`src/rtl/registers_pkg.sv`:
```
// Shared widths and types for the SNULD 8-bit register file.
package registers_pkg;

  localparam int DATA_WIDTH = 8;
  localparam int NUM_REGS   = 4;
  localparam int SEL_WIDTH  = 2;

  typedef logic [DATA_WIDTH-1:0] data_t;
  typedef logic [SEL_WIDTH-1:0]  reg_sel_t;

endpackage

```
`src/rtl/registers_reg_cell.sv`:
```
// Single data register with asynchronous active-low clear and load enable.
module reg_cell
  import registers_pkg::*;
(
  input  logic                  clk,
  input  logic                  rst_n,
  input  logic                  load,
  input  logic [DATA_WIDTH-1:0] d,
  output logic [DATA_WIDTH-1:0] q
);

  data_t data_d;
  data_t data_q;

  always_comb begin
    data_d = data_q;
    if (load) begin
      data_d = d;
    end
  end

  always_ff @(posedge clk or negedge rst_n) begin
    if (!rst_n) begin
      data_q <= '0;
    end else begin
      data_q <= data_d;
    end
  end

  assign q = data_q;

endmodule

```
`src/rtl/registers.sv`:
```
// 4 x 8-bit register file: one synchronous write port, two combinational read ports.
module registers
  import registers_pkg::*;
(
  input  logic                  CLK,
  input  logic                  RESET_N,
  input  logic [SEL_WIDTH-1:0]  selector_a,
  input  logic [SEL_WIDTH-1:0]  selector_b,
  input  logic                  write_bit,
  input  logic [SEL_WIDTH-1:0]  selector_e,
  input  logic [DATA_WIDTH-1:0] data_in,
  output logic [DATA_WIDTH-1:0] data_out_a,
  output logic [DATA_WIDTH-1:0] data_out_b
);

  logic [NUM_REGS-1:0] load_en;
  data_t               reg_val [NUM_REGS];

  // One-hot write decode; at most one cell loads per edge.
  always_comb begin
    load_en = '0;
    for (int i = 0; i < NUM_REGS; i++) begin
      load_en[i] = write_bit && (selector_e == reg_sel_t'(i));
    end
  end

  for (genvar g = 0; g < NUM_REGS; g++) begin : g_cell
    reg_cell u_cell (
      .clk   (CLK),
      .rst_n (RESET_N),
      .load  (load_en[g]),
      .d     (data_in),
      .q     (reg_val[g])
    );
  end

  // Reads come straight off the cells, so a write shows up only after its edge.
  always_comb begin
    data_out_a = reg_val[selector_a];
    data_out_b = reg_val[selector_b];
  end

endmodule

```
`config.mk`:
```
export PLATFORM = sky130hd
export DESIGN_NAME = registers
export DESIGN_NICKNAME = d
export VERILOG_FILES = /design/src/rtl/registers_pkg.sv /design/src/rtl/registers_reg_cell.sv /design/src/rtl/registers.sv
export SDC_FILE = /design/constraint.sdc
export NUM_CORES = 1
export LEC_CHECK = 0
export BUFFER_PORTS_ARGS = -buffer_cell sky130_fd_sc_hd__buf_2
export CORE_MARGIN = 1.5
export CORE_UTILIZATION = 45
export CTS_BUF_LIST = sky130_fd_sc_hd__clkbuf_8 sky130_fd_sc_hd__clkbuf_16
export DETAILED_ROUTE_END_ITERATION = 10
export GPL_TIMING_DRIVEN = 0
export PLACE_DENSITY = 0.74
export SETUP_SLACK_MARGIN = 0.2
export SYNTH_ARGS = -nofsm -noshare
export SYNTH_HDL_FRONTEND = slang
export SYNTH_SLANG_ARGS = --single-unit
```
`constraint.sdc`:
```
create_clock -name CLK -period 1.2 [get_ports CLK]
set_input_delay 0.12 -clock CLK [delete_from_list [all_inputs] [get_ports CLK]]
set_output_delay 0.12 -clock CLK [all_outputs]
set_load 0.02 [all_outputs]
```
==> summary.txt, run 1 <==
Layout cells sized above 1 -> 0.714
Via count of the routed design -> 965
Largest cells by area after synthesis -> dfrtp_1 (50%), mux2_2 (23%), mux4_2 (23%)
Core ar. -> 0.00336 sq mm
# IOs -> 33
WL/cell -> 18.5 um
Overall routing resource usage -> 0.186
First-pass GRT wire length -> 5270 um
Final worst-path cycle share -> 1.20
Pre-CTS WS -> -0.0622 ns
Crit-path max cell delay -> 0.49 ns
Setup TNS -> -3.50 ns
FF+latch count, synth -> 32
Total design power -> 0.00324 W
Drt drc -> 0
Largest net degree at the start of global routing -> 33
RSZ-0062 raised after global routing -> true
Finished Cell Area -> 0.00201 sq mm
Port bufs -> 28
Area after DPL -> 0.00179 sq mm
Rows -> 21
Initial DRC Count -> 36
Post-synth ARST share -> 1.00
Grt met1 use -> 0.232
Ant diodes -> 0
TritonRoute pass-1 iters -> 4
Total CTS buffers -> 5
Clock sinks -> 32
Critical path class -> register to primary output
Slew margin rel. -> 0.626
Gr busiest metal -> met2
Critical path required time -> 1.08 ns
Fill count -> 264
DRT Wirelength -> 3190 um
Die Y-Extent -> 62.4 um
Synth unique cells -> 8
Pwr/cell area -> 1620 mW/mm^2
Die X -> 62.4 um
Peak VDD IR -> 0.000786 V
CTS clk-pin slew, worst paths -> 0.06 ns
CP Launch Type -> register
Final hold slack -> 0.116 ns
CP max FO -> 3
Final hold vios -> 0
Vias in the first global route -> 1029
Area of the die -> 0.00390 sq mm
Final net count -> 143
Sequential area share after synthesis -> 0.504
Largest register FFs -> 32
CTS tree -> done
Crit-path slowest cell -> mux4_2
Maximum clock insertion buffer count -> 2
CTS H-tree lvls -> 2
Post-synth top area share -> 0.504
Mapped Avg Cell Area -> 18.1 sq um
Max Cap Viol -> 0
Slew @ Worst Pin -> 0.561 ns
Antenna violations before repair -> 0
Clock skew -> 0 ns
Final-report setup violation count -> 16
Syn nets -> 105
Vias per inst -> 5.61
Post-route ant nets -> 0
Synthesis Warnings -> 0
Number of flops mapped to enable cells by yosys -> 0
Area Overhead vs Synth -> 26.1%
Synth area leader -> dfrtp_1
Met3 Use GR -> 0.0667
Failing checks -> negative setup slack
LEAKAGE -> 0.858 nW
GRT Residual Overflow -> 0
Starting Density -> 0.473
Post-Synthesis Cells -> 88
Maximum achievable frequency -> 696 MHz
Met2 Use GR -> 0.290
Worst setup EP type -> primary output
Detail Placement HPWL -> 2210 um
Slew Viols, Final -> 0
Arrival time worst endpoint -> 1.32 ns
HP Class -> input port to register
Routability cong. -> 0.664
Most common flop cell mapped by yosys -> dfrtp_1
Syn Std Cell Area -> 0.00159 sq mm
Minimum clock period -> 1.44 ns
Top cells by count, synth -> dfrtp_1 (32), mux2_2 (32), mux4_2 (16)
Clk_lat worst skew -> 0.27 ns
Root buffer cell -> clkbuf_8
Status -> finished, violations left
Setup ws final -> -0.237 ns
Crit-path cells -> mux4_2, buf_6
placed cells by master (no fill, tap or decap):
cell	count
inv_1	1
buf_1	2
dfrtp_1	32
nand3_2	1
buf_4	3
nand3b_2	2
clkinv_2	1
clkbuf_4	1
mux2_2	31
nor3b_4	1
clkbuf_8	5
mux2_4	1
buf_2	11
dlygate4sd3_1	1
buf_6	17
mux4_2	16
report_power, final:
| group | internal [W] | switching, W | total (W) | leakage (nW) |
|---|---|---|---|---|
| clock | 0.000385 | 0.000369 | 0.000753 | 0.0452 |
| combinational | 0.000638 | 0.000429 | 0.00107 | 0.434 |
| sequential | 0.00129 | 0.000138 | 0.00142 | 0.379 |
| total | 0.00231 | 0.000935 | 0.00324 | 0.858 |
per-layer routing:
metal	vias to the layer above	wire length [um]
li1	425	-
met1	503	1360
met2	28	1590
met3	9	155
met4	0	85
met5	-	0
what timing repair did:
item	in CTS	in global routing
buffers inserted	1	1
hold buffers	1	0
gates resized for setup	32	3
hold endpoints to repair	32	0
setup endpoints to repair	16	48
final timing paths:
| path | from | to | slack (ns) | cells past startpoint |
|---|---|---|---|---|
| worst max-delay path | g_cell[0].u_cell.q[6]$_DFFE_PN0P_ | data_out_b[6] | -0.24 | 2 |
| worst min-delay path | data_in[6] | g_cell[1].u_cell.q[6]$_DFFE_PN0P_ | 0.12 | 2 |
| worst max register to register | g_cell[3].u_cell.q[7]$_DFFE_PN0P_ | g_cell[3].u_cell.q[7]$_DFFE_PN0P_ | 0.22 | 3 |
| worst min register to register | g_cell[1].u_cell.q[0]$_DFFE_PN0P_ | g_cell[1].u_cell.q[0]$_DFFE_PN0P_ | 0.52 | 1 |
| max in group asynchronous | RESET_N | g_cell[0].u_cell.q[1]$_DFFE_PN0P_ | 0.54 | 2 |
| min in group asynchronous | RESET_N | g_cell[0].u_cell.q[7]$_DFFE_PN0P_ | 0.34 | 2 |
stage by stage:
step | util | cells
after floorplan | - | 88
after global placement | 0.533 | 162
after detailed placement | 0.533 | 162
after CTS | 0.591 | 171
after global routing | 0.596 | 172
final | 0.596 | 172
area by class of cell:
class                   instances  area (sq um)  area share
plain buffers                   4          22.5      0.0112
clock buffers                   5          68.8      0.0343
clock inverters                 2          8.76     0.00437
multi-input cells              52           776       0.387
flip-flops and latches         32           801       0.399
well taps                      46          57.6      0.0287
repair buffers                 31           272       0.135
kinds of logic (layout without fill, tap and decap cells):
| kind of cell | after synthesis | in the layout | synth area share |
|---|---|---|---|
| mux | 48 | 48 | 0.453 |
| buf+inv | 4 | 42 | 0.0110 |
| simple gates | 4 | 4 | 0.0323 |
| flops | 32 | 32 | 0.504 |
critical path: cells and delay by family (launching register included):
family   cells  cell delay [ns]
buf+inv      1             0.15
flops        1             0.40
mux          1             0.49
(Power assumes the default switching activity.)
==> run 2: changes to the inputs <==
- CELL_PAD_IN_SITES_DETAIL_PLACEMENT: unset -> 1
- CELL_PAD_IN_SITES_GLOBAL_PLACEMENT: unset -> 2
- CORE_UTILIZATION: 45 -> 39
- PLACE_DENSITY: 0.74 -> 0.85
==> summary.txt, run 2 (synthesis gave the netlist of run 1 again) <==
Most frequent cells in the layout -> mux2_2 (32), dfrtp_1 (32), mux4_2 (16), buf_6 (16), buf_2 (11)
Setup ws final -> -0.270 ns (-0.0328 ns)
Antenna violations before repair -> 0 (unchanged)
Max Cap Viol -> 0 (unchanged)
Critical path required time -> 1.08 ns (about the same)
Arrival time worst endpoint -> 1.35 ns (+0.03 ns)
Final hold slack -> 0.108 ns (-0.00832 ns)
Vias per inst -> 5.41 (-3.5%)
Starting Density -> 0.400 (-0.0724)
Final worst-path cycle share -> 1.22 (+0.0273)
Pre-CTS WS -> -0.107 ns (-0.0444 ns)
Ant diodes -> 0 (unchanged)
CTS tree -> done
Largest net degree at the start of global routing -> 33 (unchanged)
Minimum clock period -> 1.47 ns (+0.0328 ns)
Maximum achievable frequency -> 680 MHz (-2.2%)
TritonRoute pass-1 iters -> 2 (-2)
Worst setup EP type -> primary output
Final-report setup violation count -> 16 (unchanged)
Vias in the first global route -> 1060 (+3.0%)
# IOs -> 33 (unchanged)
Fill count -> 383 (+45%)
Clock skew -> 0 ns (unchanged)
DRT Wirelength -> 3460 um (+8.6%)
Peak VDD IR -> 0.000833 V (+5.9%)
Rows -> 23 (+9.5%)
Root buffer cell -> clkbuf_8
Clock sinks -> 32 (unchanged)
Slew Viols, Final -> 0 (unchanged)
Total CTS buffers -> 5 (unchanged)
CTS H-tree lvls -> 2 (unchanged)
Port bufs -> 28 (unchanged)
CTS clk-pin slew, worst paths -> 0.06 ns (about the same)
CP max FO -> 3 (unchanged)
Core ar. -> 0.00397 sq mm (+18%)
LEAKAGE -> 0.858 nW (about the same)
Slew margin rel. -> 0.626 (about the same)
HP Class -> input port to register
RSZ-0062 raised after global routing -> true
First-pass GRT wire length -> 5370 um (+1.8%)
Routability cong. -> 0.678 (+2.2%)
Final hold vios -> 0 (unchanged)
Hold depth -> 2 (unchanged)
Die Y-Extent -> 66.9 um (+7.1%)
Status -> finished, violations left
Overall routing resource usage -> 0.177 (-0.00928)
Total design power -> 0.00325 W (about the same)
Initial DRC Count -> 30 (-17%)
Critical path class -> register to primary output
Post-route ant nets -> 0 (unchanged)
WL/cell -> 19.6 um (+5.6%)
Detail Placement HPWL -> 2350 um (+6.3%)
Final net count -> 144 (+0.70%)
Via count of the routed design -> 958 (-0.73%)
GRT Residual Overflow -> 0 (unchanged)
Slew @ Worst Pin -> 0.561 ns (-0.000191 ns)
Setup TNS -> -3.69 ns (-0.194 ns)
Area of the die -> 0.00447 sq mm (+15%)
Failing checks -> negative setup slack
Layout cells sized above 1 -> 0.717 (+0.00225)
Die X -> 66.9 um (+7.1%)
FF-to-FF path depth -> 1 (-2)
Pwr/cell area -> 1610 mW/mm^2 (-0.19%)
Maximum clock insertion buffer count -> 2 (unchanged)
Drt drc -> 0 (unchanged)
Clk_lat worst skew -> 0.29 ns (+0.02 ns)
CP Launch Type -> register
Largest register FFs -> 32 (unchanged)
Area Overhead vs Synth -> 26.4%
run 2: per-layer routing:
metal,up-vias,wire [um],global-route usage
met4,0,43,0.0842
met1,504,1340,0.189
met2,20,1960,0.323
met3,5,121,0.0456
li1,429,-,-
met5,-,0,0
run 2: final timing paths:
kind                                              startpoint                           endpoint  slack (ns)
max reg2reg                g_cell[0].u_cell.q[3]$_DFFE_PN0P_  g_cell[0].u_cell.q[3]$_DFFE_PN0P_        0.40
min in group asynchronous                            RESET_N  g_cell[1].u_cell.q[7]$_DFFE_PN0P_        0.34
min                                               data_in[1]  g_cell[2].u_cell.q[1]$_DFFE_PN0P_        0.11
max                        g_cell[3].u_cell.q[3]$_DFFE_PN0P_                      data_out_b[3]       -0.27
min reg2reg                g_cell[2].u_cell.q[0]$_DFFE_PN0P_  g_cell[2].u_cell.q[0]$_DFFE_PN0P_        0.53
max in group asynchronous                            RESET_N  g_cell[2].u_cell.q[0]$_DFFE_PN0P_        0.54
run 2: worst max-delay path: stages, from the launching register on:
cell and delay [ns]:
dfrtp_1 0.40, mux4_2 0.51, buf_6 0.15
run 2: area by class of cell:
class | instances | area [sq um] | share of cell area
sequential | 32 | 801 | 0.398
multi-input combinational | 52 | 772 | 0.384
clock buffer | 5 | 68.8 | 0.0342
tap | 50 | 62.6 | 0.0311
timing repair buffer | 32 | 275 | 0.137
buffer | 4 | 22.5 | 0.0112
clock inverter | 2 | 8.76 | 0.00436
run 2: what timing repair did:
action                                  in CTS  in global routing
endpoints found under the setup margin      17                 48
resized for setup                           32                  1
hold buffers                                 1                  0
buffers inserted                             3                  0
endpoints found under the hold margin       32                  0
run 2: metrics by stage:
step | util | instances | cell area [sq um]
2_1_floorplan | - | 88 | 1600
3_3_place_gp | 0.453 | 166 | 1800
3_5_place_dp | 0.453 | 166 | 1800
4_1_cts | 0.506 | 177 | 2010
5_1_grt | 0.506 | 177 | 2010
6_report | 0.506 | 177 | 2010
run 2: where the power goes:
| group | switching, W | internal (W) |
|---|---|---|
| combinational | 0.000425 | 0.000621 |
| sequential | 0.000141 | 0.00129 |
| clock | 0.000389 | 0.000385 |
| total | 0.000955 | 0.00229 |
